==> src/rtl/seg_scan_ctrl.sv <==
// Time-multiplexed 7-segment scanner: one digit driven per slot, with a blank gap
// at the start of each slot and a double-buffered digit shadow that loads on frame boundaries.
module seg_scan_ctrl #(
    parameter int NDIG      = 4,
    parameter int DIV       = 1000,
    parameter int BLANK_CYC = 16
) (
    input  logic                clk,
    input  logic                rst_n,
    input  logic [4*NDIG-1:0]   din,
    input  logic [NDIG-1:0]     dp,
    input  logic                lzb,
    input  logic                ld_req,
    output logic                ld_ack,
    output logic                frame,
    output logic [7:0]          seg,
    output logic [NDIG-1:0]     dig
);

    localparam int CW = $clog2(DIV);
    localparam int IW = $clog2(NDIG);
    localparam logic [CW-1:0] CNT_MAX   = CW'(DIV - 1);
    localparam logic [CW-1:0] CNT_BLANK = CW'(BLANK_CYC);
    localparam logic [IW-1:0] IDX_MAX   = IW'(NDIG - 1);

    typedef enum logic {BLANK, DRIVE} state_t;

    state_t              state, state_next;
    logic [CW-1:0]       cnt, cnt_next;
    logic [IW-1:0]       idx, idx_next;
    logic [4*NDIG-1:0]   shadow;
    logic                slot_end, frame_edge;
    logic [NDIG-1:0]     lz_blank;
    logic                zero_above;
    logic [3:0]          code;
    logic                code_blank, code_dp;
    logic [7:0]          seg_next;
    logic [NDIG-1:0]     dig_next;

    function automatic logic [6:0] decode(input logic [3:0] c);
        case (c)
            4'h0: decode = 7'b1111110;
            4'h1: decode = 7'b0110000;
            4'h2: decode = 7'b1101101;
            4'h3: decode = 7'b1111001;
            4'h4: decode = 7'b0110011;
            4'h5: decode = 7'b1011011;
            4'h6: decode = 7'b1011111;
            4'h7: decode = 7'b1110000;
            4'h8: decode = 7'b1111111;
            4'h9: decode = 7'b1111011;
            4'hA: decode = 7'b1110111;
            4'hB: decode = 7'b0011111;
            4'hC: decode = 7'b1001110;
            4'hD: decode = 7'b0111101;
            4'hE: decode = 7'b1001111;
            default: decode = 7'b1000111;
        endcase
    endfunction

    always_comb begin
        slot_end   = (cnt == CNT_MAX);
        frame_edge = slot_end && (idx == IDX_MAX);
        cnt_next   = slot_end ? '0 : cnt + 1'b1;
        idx_next   = idx;
        if (slot_end) begin
            idx_next = (idx == IDX_MAX) ? '0 : idx + 1'b1;
        end
        state_next = state;
        case (state)
            BLANK:   if (cnt_next >= CNT_BLANK) state_next = DRIVE;
            DRIVE:   if (slot_end) state_next = BLANK;
            default: state_next = BLANK;
        endcase
    end

    // A digit is a leading zero when it and every more-significant digit are zero.
    always_comb begin
        lz_blank   = '0;
        zero_above = lzb;
        for (int i = NDIG - 1; i >= 1; i--) begin
            zero_above  = zero_above && (shadow[4*i +: 4] == 4'h0);
            lz_blank[i] = zero_above;
        end
    end

    // Outputs are computed from the next state so the registered values line up with cnt.
    always_comb begin
        code       = '0;
        code_blank = 1'b0;
        code_dp    = 1'b0;
        dig_next   = '0;
        seg_next   = '0;
        for (int i = 0; i < NDIG; i++) begin
            if (idx_next == IW'(i)) begin
                code       = shadow[4*i +: 4];
                code_blank = lz_blank[i];
                code_dp    = dp[i];
            end
        end
        if (state_next == DRIVE) begin
            for (int i = 0; i < NDIG; i++) begin
                dig_next[i] = (idx_next == IW'(i));
            end
            seg_next = {(code_blank ? 7'b0 : decode(code)), code_dp};
        end
    end

    always_ff @(posedge clk or negedge rst_n) begin
        if (!rst_n) begin
            state  <= BLANK;
            cnt    <= '0;
            idx    <= '0;
            shadow <= '0;
            ld_ack <= 1'b0;
            frame  <= 1'b0;
            seg    <= '0;
            dig    <= '0;
        end else begin
            state  <= state_next;
            cnt    <= cnt_next;
            idx    <= idx_next;
            frame  <= frame_edge;
            ld_ack <= frame_edge && ld_req;
            if (frame_edge && ld_req) begin
                shadow <= din;
            end
            seg <= seg_next;
            dig <= dig_next;
        end
    end

endmodule

==> config.mk <==
export PLATFORM = sky130hd
export DESIGN_NAME = seg_scan_ctrl
export DESIGN_NICKNAME = d
export VERILOG_FILES = /design/src/rtl/seg_scan_ctrl.sv
export SDC_FILE = /design/constraint.sdc
export NUM_CORES = 1
export LEC_CHECK = 0
export ABC_AREA = 1
export CAP_MARGIN = 20
export CELL_PAD_IN_SITES_DETAIL_PLACEMENT = 1
export CELL_PAD_IN_SITES_GLOBAL_PLACEMENT = 2
export CORE_ASPECT_RATIO = 0.5
export CORE_MARGIN = 3
export CORE_UTILIZATION = 31
export CTS_CLUSTER_SIZE = 28
export DETAILED_ROUTE_END_ITERATION = 12
export PLACE_DENSITY_LB_ADDON = 0.3
export SLEW_MARGIN = 15
export SYNTH_ARGS = -nofsm -noshare
export SYNTH_HDL_FRONTEND = slang
export SYNTH_SLANG_ARGS = --single-unit
==> constraint.sdc <==
create_clock -name clk -period 3.2 [get_ports clk]
set_input_delay 0.64 -clock clk [delete_from_list [all_inputs] [get_ports clk]]
set_output_delay 0.64 -clock clk [all_outputs]
set_load 0.1 [all_outputs]
# Yosys cells after proc, flatten, opt, wreduce, memory -nomap -nowiden
# Memories as Yosys holds them, arrays and structs flattened.
# Cells that the tools add are included.
[op_classes] add_sub_neg=2 n_lt_le_gt_ge=1 eq_ne=5 mux=20 n_bitwise=1 reduce_logical=9
[ops] operator="$mux 4" count=5
[ops] operator="$logic_not 4->1" count=3
[ops] operator="$add 10x1->10 const B" count=1
[ops] operator="$eq 10x10->1 const B" count=1
[ops] operator="$ge 10x5->1 const B" count=1
[ops] operator="$mux 10" count=1
[ops] operator="$mux 1" count=9
[ops] operator="$mux 8" count=1
[ops] operator="$mux 7" count=1
[ops] operator="$eq 2x2->1 const B" count=3
[ops] operator="$logic_and 1x1->1" count=5
[ops] operator="$mux 2" count=2
[ops] operator="$add 2x1->2 const B" count=1
[ops] operator="$eq 2x1->1 const B" count=1
[ops] operator="$logic_not 2->1" count=1
[ops] operator="$pmux 1 s2" count=1
[ops] operator="$not 1->1" count=1
[totals] regBits=43 romBits=112 input_bits=24 out_inout_bits=14 elab_cells=47 n_memories=1
[memory_table] memory="(no name shown)" words=16 width=7 read_ports=1 rd_clocked_by_memory_dff=0 write_ports=0 line="41" rtl="case (c)"

# Logic depth before layout (Yosys ltp)
# An unclocked memory read counts as a cell.
[depth] word_depth=11 ltp_mapped=18 ltp_nobuf=17

# Worst setup path before layout
# No wires, ideal clock.
[synth_timing] path_kind="register to register" from="register cnt[0]" to="register seg[4]" setup_ps=119 arrival_ps=2139 required_ps=3081 slack_ps=942 stages_incl_launch_ff=19 n_path_buf=1 synth_period_minus_slack_ps=2258 cell_sequence="dfrtp_1 > ha_1 > nand2_1 > inv_1 > nand3_4 > nand2_1 > nand2_2 > buf_6 > nand3_1 > nand2_1 > nor2_1 > nor2_2 > inv_1 > ha_1 > inv_1 > nand2_1 > nand3_1 > nand2_1 > nor2_1"
[synth_between] elab_chain_cells=10 word_cells_on_any_way=22 cone_classes="add/sub: 1; order compare: 1; eq/ne: 4; mux: 14; reduce/logical: 1; memory: 1"
[synth_rtl] item="start: declaration" line="29" rtl="logic [CW-1:0] cnt, cnt_next;"
[synth_rtl] item="start signal: assignment" line="121" rtl="cnt <= cnt_next;"
[synth_rtl] item="$eq 10x10->1 (*)" line="62" rtl="slot_end = (cnt == CNT_MAX);"
[synth_rtl] item="$mux 2 (*)" line="66" rtl="if (slot_end) begin"
[synth_rtl] item="net idx_next[1]" line="30" rtl="logic [IW-1:0] idx, idx_next;"
[synth_rtl] item="$logic_not 2->1" line="95" rtl="if (idx_next == IW'(i)) begin"
[synth_rtl] item="$mux 4 (4 in series)" line="95"
[synth_rtl] item="$mem_v2 16x7"
[synth_rtl] item="$mux 7 (*)" line="105" rtl="seg_next = {(code_blank ? 7'b0 : decode(code)), code_dp};"
[synth_rtl] item="$mux 8 (*)" line="101" rtl="if (state_next == DRIVE) begin"
[synth_rtl] item="net seg_next[4]" line="37" rtl="logic [7:0] seg_next;"
[synth_rtl] item="end signal: assignment" line="128" rtl="seg <= seg_next;"
[synth_rtl] item="end: declaration" line="16" rtl="output logic [7:0] seg,"
# The timed path passes the listed nets; every way through them passes the cells marked *.
# A chain may end at the register's enable or synchronous reset.

# Worst setup path after layout
[layout_timing] from="register cnt[0]" to="register seg[4]"
[layout_between] elab_chain_cells=10 word_cells_on_any_way=22 cone_classes="add/sub: 1; order compare: 1; eq/ne: 4; mux: 14; reduce/logical: 1; memory: 1"
[layout_rtl] item="branches (longest 9 deep; another with $add 10x1->10)"
[layout_rtl] item="$mux 8 (*)" line="101"
[layout_rtl] item="net seg_next[4]" line="37"
# Mark *: on every way through the listed nets, which the timed path passes.

==> results_dict.tcl <==
set metrics [dict create \
    switching_power_mw 0.344 \
    p_leak_nw 1.52 \
    setup-tns-final_ns 0 \
    final_common_cell "nand2_1" \
    cap_violations 0 \
    combinationalPowerShare_pct 13.2 \
    max_slew_margin_pct 63.2 \
    fin_nets 367 \
    clock_latency_ns 0.29 \
    die-area_um2 8700 \
    cts.clk_slew.worst_paths_ns 0.06 \
    cts_buffers 5 \
    n_fill_cell 862 \
    power-per-cell-area_nw_per_um2 456 \
    clockBufferDepth 2 \
    drt_iter0_drc 51 \
    p_sw_share_pct 25.4 \
    synth_top_cell_by_area "dfrtp_1" \
    ctsResizeCount 0 \
    dieHeight_um 67.5 \
    antenna_left 0 \
    synth_seq_area_share_pct 45.9 \
    synthToLayoutAreaGrowth_pct 26.7 \
    critPathRequiredTime_ns 3.42 \
    seq_area_um2 1080 \
    cp_max_fo 13 \
    rows 21 \
    syn-cell-area_um2 2340 \
    timing.hold.ws_ns 0.337 \
    cts.sinks 43 \
    antenna_found_initial 0 \
    routed_wl_um 5880 \
    ff2ff_setup_slack_ns 0.57 \
    post_drt_wl_per_cell_um 13.8 \
    fin_crit_sh_pct 82.1 \
    core_area_um2 6990 \
    p_seq_share_pct 42.5 \
    criticalPathCategory "reg2reg" \
    hold_viol_final 0 \
    cts_tree "done" \
    yosysUniqueCellTypes 31 \
    run_status "finished, final reports clean" \
    io_buffers 37 \
    multiInputGateArea_um2 1100 \
    skew_ns 0.00361 \
    setup_viol 0 \
    grt_pass1_vias 2085 \
    diodes 0 \
    initial_core_util_pct 33.5 \
    place.gp.congestion 0.843 \
    grtUsageTotal_pct 15.1 \
    viasPerCell 4.69 \
    final_cell_mix "92 x nand2_1, 43 x dfrtp_1, 34 x inv_1, 25 x nand3_1, 22 x clkdlybuf4s50_1" \
    yosys-top-cells-area "dfrtp_1 46%, nand2_1 15%, inv_1 5.4%, nand3_1 5.3%, ha_1 4.8%" \
    final_max_slew_viol_count 0 \
    grt-ovfl-total 0 \
    die_x_um 129 \
    dp_hpwl_um 4530 \
    cts_root_buf "clkbuf_16" \
    grt_pass1_wl_um 10100 \
    firstDrtPassIters 4 \
    hp-class "in2async" \
    pwr-share-clk_pct 44.3 \
    post_cts_buffers 0 \
    synthCells 293 \
    arrival_ns 2.85 \
    endpoint_kind "flip-flop" \
    htree_num_levels 2 \
    period_needed_ns 2.63 \
    syn-mean-instance-area_um2 8.00 \
    finalPower_mw 1.35 \
    start_kind "flip-flop" \
    ir_drop_uv 189 \
    drive_above_1_share_pct 15.8 \
    final_util_pct 42.5 \
    ys_warn_count 0 \
    postSynthNetCount 326 \
    p_int_mw 1.01 \
    grt_start_max_net_pins 44 \
    num_vias 2002 \
    fmax_mhz 381 \
    ys_ff_latch 43 \
    tightest_slew_ns 0.552 \
    cts_hold_buffers 0 \
    drc_errors 0 \
    ioPinCount 38 \
    grt_setup_unrepaired "no" \
    yosysTopAreaCellShare_pct 45.9 \
]
## sequential cells by signal, indices dropped and copies added, names as in the netlist
register,cells
state,1
idx,2
shadow,16
ld_ack,1
seg,8
dig,4
cnt,10
frame,1
## metal layers
layer,GRT usage (%),routed length [µm],vias up
li1,-,-,1007
met3,3.79,128,8
met2,25.0,2770,15
met4,4.71,73,0
met5,0,0,-
met1,19.8,2910,972
## critical path: stages (launching register included)
cell,delay (ns)
dfrtp_1,0.41
ha_1,0.24
nand2_1,0.10
inv_1,0.11
nand3_4,0.16
nand2_1,0.08
nand2_2,0.25
nand2_2,0.15
or2_2,0.30
nand2_1,0.18
ha_1,0.26
inv_1,0.05
nand2_1,0.06
nand3_1,0.08
nand2_1,0.05
nor2_1,0.08
## kinds of logic after synthesis
family,Yosys count,synth area share [%]
flops,43,45.9
xor+xnor,1,0.374
fa+ha+maj,9,4.81
buf+inv,42,7.37
simple gates,172,35.3
compound gates,26,6.25
## cell usage after synthesis (all sizes together)
| cell type | instances |
|---|---|
| o21bai | 1 |
| nor3 | 5 |
| nor3b | 1 |
| xor2 | 1 |
| nor4 | 2 |
| a21o | 1 |
| dfrtp | 43 |
| clkbuf | 3 |
| nor2 | 26 |
| nand3 | 28 |
| buf | 2 |
| a21oi | 11 |
| nand2 | 101 |
| ha | 9 |
| o21ai | 13 |
| or2 | 3 |
| nand4 | 6 |
| inv | 37 |
## path summary, 6_finish.rpt
| path | start | end | cells past startpoint |
|---|---|---|---|
| max | cnt[0] | seg[4] | 15 |
| min | rst_n | cnt[4] | 1 |
| max reg2reg | cnt[0] | seg[4] | 15 |
| min reg2reg | cnt[0] | cnt[0] | 1 |
| max in group asynchronous | rst_n | seg[5] | 2 |
| min in group clk | cnt[0] | cnt[0] | 1 |
## metrics by stage
stage	cell area (µm²)	worst slack (ns)	cells
floorplan	2340	0.942	293
global placement	2770	0.643	418
detailed placement	2770	0.550	418
CTS	2940	0.535	426
global route	2970	0.271	427
finish	2970	0.573	427
## layout make-up
cell class,instances,share of cell area [%]
timing repair buffer,39,12.3
tap,92,3.88
sequential,43,36.2
clock buffer,6,4.68
inverter,37,4.68
clock inverter,2,1.18
multi-input combinational,208,37.0
## power by group through the flow
stage / Sequential, mW / Combinational, mW / Clock (mW)
5_1_grt: 0.578 / 0.194 / 0.647
2_1_floorplan: 0.648 / 0.0435 / 0
3_3_place_gp: 0.585 / 0.175 / 0
4_1_cts: 0.576 / 0.177 / 0.620
3_5_place_dp: 0.586 / 0.176 / 0
6_report: 0.575 / 0.178 / 0.601
(Power assumes the default switching activity.)
